$ cat config.mk
export PLATFORM = sky130hd
export DESIGN_NAME = t05_hist_sram_client
export DESIGN_NICKNAME = d
export VERILOG_FILES = /design/src/rtl/t05_hist_sram_client.sv
export SDC_FILE = /design/constraint.sdc
export NUM_CORES = 1
export LEC_CHECK = 0
export BUFFER_PORTS_ARGS = -buffer_cell sky130_fd_sc_hd__buf_4
export CORE_ASPECT_RATIO = 0.7
export CORE_MARGIN = 2
export CORE_UTILIZATION = 35
export CTS_CLUSTER_SIZE = 16
export DETAILED_ROUTE_END_ITERATION = 8
export GPL_TIMING_DRIVEN = 0
export PLACE_DENSITY_LB_ADDON = 0.25
export SYNTH_ARGS = -nofsm -noshare
export SYNTH_HDL_FRONTEND = slang
export SYNTH_SLANG_ARGS = --single-unit
$ cat constraint.sdc
create_clock -name clk -period 2.5 [get_ports clk]
set_input_delay 0.25 -clock clk [delete_from_list [all_inputs] [get_ports clk]]
set_output_delay 0.25 -clock clk [all_outputs]
set_load 0.02 [all_outputs]
$ cat src/rtl/t05_hist_sram_client.sv
// t05_hist_sram_client
// Histogram-stage initiator for the SRAM request interface. Each accepted
// character is read from word {HIST_BASE, char}, incremented and written
// back. done_o is raised once eof_i is seen in IDLE. A responder that stalls
// a read or write handshake for TIMEOUT cycles parks the block in a sticky
// ERROR state.
// Build option: define T05_HIST_SAT_EN to make the increment saturate at
// all-ones instead of wrapping to zero.
module t05_hist_sram_client #(
  parameter logic [7:0] HIST_BASE = 8'h00,
  parameter int         DATA_W    = 32,
  parameter int         TIMEOUT   = 16
) (
  input  logic              clk,
  input  logic              rst,
  input  logic              char_valid,
  input  logic [7:0]        char_i,
  input  logic              eof_i,
  output logic              char_ready,
  output logic              rd_en_o,
  output logic              wr_en_o,
  output logic [15:0]       addr_o,
  output logic [DATA_W-1:0] wr_data_o,
  input  logic [DATA_W-1:0] rd_data_i,
  input  logic              ready_i,
  input  logic              busy_i,
  output logic [31:0]       total_o,
  output logic              done_o,
  output logic              error_o
);

  localparam int TW = $clog2(TIMEOUT) + 1;
  localparam logic [TW-1:0] TMO_LAST = TW'(TIMEOUT - 1);

  typedef enum logic [2:0] {
    S_IDLE  = 3'd0,
    S_READ  = 3'd1,
    S_WRITE = 3'd2,
    S_DONE  = 3'd3,
    S_ERROR = 3'd4
  } state_t;

  state_t              r_state;
  state_t              w_state_nxt;
  logic [TW-1:0]       r_tcnt;
  logic [15:0]         r_addr;
  logic [DATA_W-1:0]   r_wr_data;
  logic [31:0]         r_total;
  logic                w_rd_en;
  logic                w_wr_en;
  logic                w_done;
  logic                w_error;
  logic                w_idle;
  logic                w_accept;
  logic                w_rd_hs;
  logic                w_wr_hs;
  logic                w_enter_req;

  // Count update applied to the word read back from SRAM.
  function automatic logic [DATA_W-1:0] f_inc(input logic [DATA_W-1:0] v);
`ifdef T05_HIST_SAT_EN
    if (&v) return v;
`endif
    return v + DATA_W'(1);
  endfunction

  assign w_idle      = (r_state == S_IDLE);
  assign w_accept    = w_idle & char_valid;
  assign w_rd_hs     = (r_state == S_READ) & ready_i;
  assign w_wr_hs     = (r_state == S_WRITE) & ~busy_i;
  assign w_enter_req = (w_state_nxt != r_state) &
                       ((w_state_nxt == S_READ) | (w_state_nxt == S_WRITE));

  // State register; reset parks the controller in IDLE.
  always_ff @(posedge clk or posedge rst) begin
    if (rst) r_state <= S_IDLE;
    else     r_state <= w_state_nxt;
  end

  // Next-state and request decoding; a char in IDLE wins over eof_i.
  always_comb begin
    w_state_nxt = r_state;
    w_rd_en     = 1'b0;
    w_wr_en     = 1'b0;
    w_done      = 1'b0;
    w_error     = 1'b0;
    case (r_state)
      S_IDLE: begin
        if (char_valid)  w_state_nxt = S_READ;
        else if (eof_i)  w_state_nxt = S_DONE;
      end
      S_READ: begin
        w_rd_en = 1'b1;
        if (ready_i)                w_state_nxt = S_WRITE;
        else if (r_tcnt == TMO_LAST) w_state_nxt = S_ERROR;
      end
      S_WRITE: begin
        w_wr_en = 1'b1;
        if (!busy_i)                w_state_nxt = S_IDLE;
        else if (r_tcnt == TMO_LAST) w_state_nxt = S_ERROR;
      end
      S_DONE: begin
        w_done = 1'b1;
        if (!eof_i) w_state_nxt = S_IDLE;
      end
      S_ERROR: begin
        w_error = 1'b1;
      end
      default: w_state_nxt = S_IDLE;
    endcase
  end

  // Handshake wait counter: cleared on entry to READ/WRITE, counts stalled cycles.
  always_ff @(posedge clk or posedge rst) begin
    if (rst)              r_tcnt <= '0;
    else if (w_enter_req) r_tcnt <= '0;
    else if ((r_state == S_READ) || (r_state == S_WRITE)) r_tcnt <= r_tcnt + TW'(1);
  end

  // Address latch, incremented write data and committed-character count.
  always_ff @(posedge clk or posedge rst) begin
    if (rst) begin
      r_addr    <= '0;
      r_wr_data <= '0;
      r_total   <= '0;
    end else begin
      if (w_accept) r_addr    <= {HIST_BASE, char_i};
      if (w_rd_hs)  r_wr_data <= f_inc(rd_data_i);
      if (w_wr_hs)  r_total   <= r_total + 32'd1;
    end
  end

  // char_ready is gated by rst so every output reads 0 while reset is held.
  assign char_ready = w_idle & ~rst;
  assign rd_en_o    = w_rd_en;
  assign wr_en_o    = w_wr_en;
  assign done_o     = w_done;
  assign error_o    = w_error;
  assign addr_o     = r_addr;
  assign wr_data_o  = r_wr_data;
  assign total_o    = r_total;

endmodule
==> summary.md <==
| Metric | Value |
|---|---|
| Port Buffer Count | 122 |
| Skew final | 0.00738 ns |
| Post-CTS Setup Inserts | 0 |
| Critical Path Sink Type | flip-flop |
| First-pass GRT wire length | 17400 um |
| CTS H-Tree Depth | 3 |
| GP Congestion | 0.847 |
| Sink Count | 80 |
| Cell Area, Synth | 4160 um^2 |
| Num CTS Buffers | 9 |
| M1 GR Usage | 23.1% |
| Pin count of the biggest net entering global routing | just over 50 |
| Worst-Skew Late Latency | 0.34 ns |
| TritonCTS clock tree | yes |
| Reg2Reg Depth | 6 |
| FFs w/ async S/R, synth | 100% |
| Worst EP arrival | 2.19 ns |
| Share of cells above drive strength 1 | 32.6% |
| Gr usage total | 17.0% |
| Peak supply drop | 0.551 mV |
| Post-CTS Hold Buffers | 1 |
| Period utilization | roughly four fifths |
| Fin cells | roughly 720 |
| Hold Vio Cnt, Final | 0 |
| CP startpoint kind | flip-flop |
| Setup-failing EPs final | 0 |
| Boundary pin count | 131 |
| Vias | 3653 |
| Hold_ws | about 0.13 ns |
| P&R area growth vs syn | 35.8% |
| Filler instances | 1127 |
| Synth Register Bits | 80 |
| Yosys warnings | 0 |
| Total grt overflow | 0 |
| Reg2reg end | wr_data_o[4] |
| CP Data Required Time | roughly 2.7 ns |
| Worst-path clk slew | 0.07 ns |
| Core Rows | 33 |
| Number of remaining DRC errors | 0 |
| Status | complete, no violations |
| Core box area | 11600 um^2 |
| Leak | around 2.6 nW |
| Fin util | about half |
| Global-route layer with the greatest usage | met2 |
| Worst r2r src | r_state[0] |
| Syn Inst Count | 415 |
| Mean post-synth cell area | about 10 um^2 |
| Setup TNS | 0 ns |
| Storage cell area | around 2000 um^2 |
| Initial antenna violation count | 0 |
| Placed wire-length estimate | 7880 um |
| ANT nets after route | 0 |
| RSZ-0062 raised after global routing | no |
| Worst rel slew slack | 50.8% |
| Vias in the first global route | 3491 |
| # diodes | 0 |
| Die area | about 13000 um^2 |
| Kind of critical path | flip-flop to flip-flop |
| Die width | 134 um |
| NumNets Final | 607 |
| FF-to-FF setup slack | 0.51 ns |
| Tmin final | approximately 2 ns |
| Max Clk Rate | ~500 MHz |
| Drt wl/cell | roughly 15 um |
| Root buffer cell | clkbuf_16 |
| Max-cap viol count | 0 |
| Hold path startpoint | rd_data_i[0] |
| Vias per cell | 5.08 |
| Multi-input gate area | 1990 um^2 |
| Power Total | 5.47 mW |
| Initial DRC Count | 137 |
| Post-cts resize count | 0 |
| Die height | 95.2 um |
| Maximum clock path buffer count | 2 |
| Starting Density | 35.7% |
| Max-slew violation count | 0 |
| Post-synth EDFFs | 0 |
| Top FF cell, synth | dfrtp_1 |
| WHS Path Cells | 2 |
| TritonRoute pass-1 iters | 5 |
| Hold Path End | wr_data_o[0] |
| Worst-margin pin slew | 0.734 ns |
| Max FO, Critical Path | 10 |
| Post-synthesis sequential area ratio | 48.1% |
| Final wirelength | roughly 11000 um |
| Placed Cells | 702 |
| Hold Crit Class | input pin to flip-flop |
| GRT met3 Usage | approximately 4.7% |
| Post-synth cell types | 41 |
| Pwr/cell area | just under 1000 nW/um^2 |
| GR Util met2 | 27.0% |
[power by group]
part	internal, mW	leakage [nW]	switching (mW)	total [mW]
combinational	0.917	1.47	1.20	2.12
clock	0.799	0.151	0.590	1.39
sequential	1.69	0.989	0.273	1.97
total	3.41	2.61	2.06	5.47
[kinds of logic (layout without fill, tap and decap cells)]
| group | count (synthesis) | after routing | share of synthesized area [%] |
|---|---|---|---|
| and+or+nand+nor | 178 | 178 | 25.2 |
| AOI/OAI and AO/OA | 57 | 57 | 8.48 |
| other | 1 | 8 | 0.0901 |
| buffers and inverters | 40 | 180 | 4.78 |
| adders and majority gates | 4 | 4 | 1.20 |
| xor gates and xnor gates | 46 | 46 | 9.68 |
| DFF | 80 | 80 | 48.1 |
| muxes | 9 | 9 | 2.44 |
[layout by cell type (no fill, tap or decap), types with 15 or more instances in the layout]
cell / instances
a31oi_1: 19
or4_1: 15
o21ai_0: 19
o31ai_1: 15
xor2_1: 29
nor2_1: 29
nand3_1: 19
xnor2_1: 17
buf_4: 130
dfrtp_1: 80
nand2_1: 38
[registers in the layout, summed over array words and instances, names as in the netlist]
signal,cells
total_o,32
r_tcnt,5
wr_data_o,32
r_state,3
addr_o,8
[cells in the mapped netlist, types with 9 or more instances]
cell / instances / area share [%]
nor3_1: 11 / 1.3
o21ai_0: 19 / 2.3
and3_1: 9 / 1.4
inv_1: 10 / 0.90
mux2_2: 9 / 2.4
nand2_1: 38 / 3.4
xor2_1: 29 / 6.1
nand3_1: 19 / 2.3
buf_2: 9 / 1.1
nand4_1: 13 / 2.0
o31ai_1: 15 / 2.7
nor2_1: 29 / 2.6
xnor2_1: 17 / 3.6
or4_1: 15 / 2.7
clkbuf_1: 11 / 0.99
a31oi_1: 19 / 2.9
dfrtp_1: 80 / 48
[stage by stage]
step / instance area [um^2] / worst slack [ns]
finish: 5650 / 0.506
global route: 5650 / 0.279
CTS: 5650 / 0.458
detailed placement: 5330 / 0.428
global placement: 5300 / -0.930
floorplan: 4190 / 0.198
[final cells by class]
| class | instances | area share, % |
|---|---|---|
| well taps | 157 | 3.48 |
| clock buffers | 9 | 3.98 |
| repair buffers | 124 | 16.9 |
| flip-flops and latches | 80 | 35.4 |
| plain buffers | 30 | 2.86 |
| multi-input cells | 302 | 35.2 |
| clock inverters | 7 | 1.53 |
| inverters | 10 | 0.708 |
[metal layers]
layer	wire, um	vias to the layer above
met1	5050	1739
met5	0	-
met2	4750	119
met3	746	10
met4	95	0
li1	-	1785
[how the worst max path moves through the flow]
stage               cells past startpoint            end  slack [ns]          from
global route                            6   wr_data_o[5]        0.28    r_state[0]
global placement                        2   wr_data_o[6]       -0.93           rst
floorplan                               1      addr_o[0]        0.20           rst
finish                                  6   wr_data_o[4]        0.51    r_state[0]
detailed placement                      8  wr_data_o[27]        0.43  rd_data_i[2]
CTS                                     6   wr_data_o[4]        0.46    r_state[0]
[worst max-delay path, stage by stage, from the launching register on]
cell,delay (ns)
dfrtp_1,0.39
buf_2,0.23
nor3b_1,0.37
nand2_1,0.29
clkbuf_1,0.34
nand2_1,0.15
o21ai_0,0.08
Note: power is estimated with default switching activity, not from simulation.
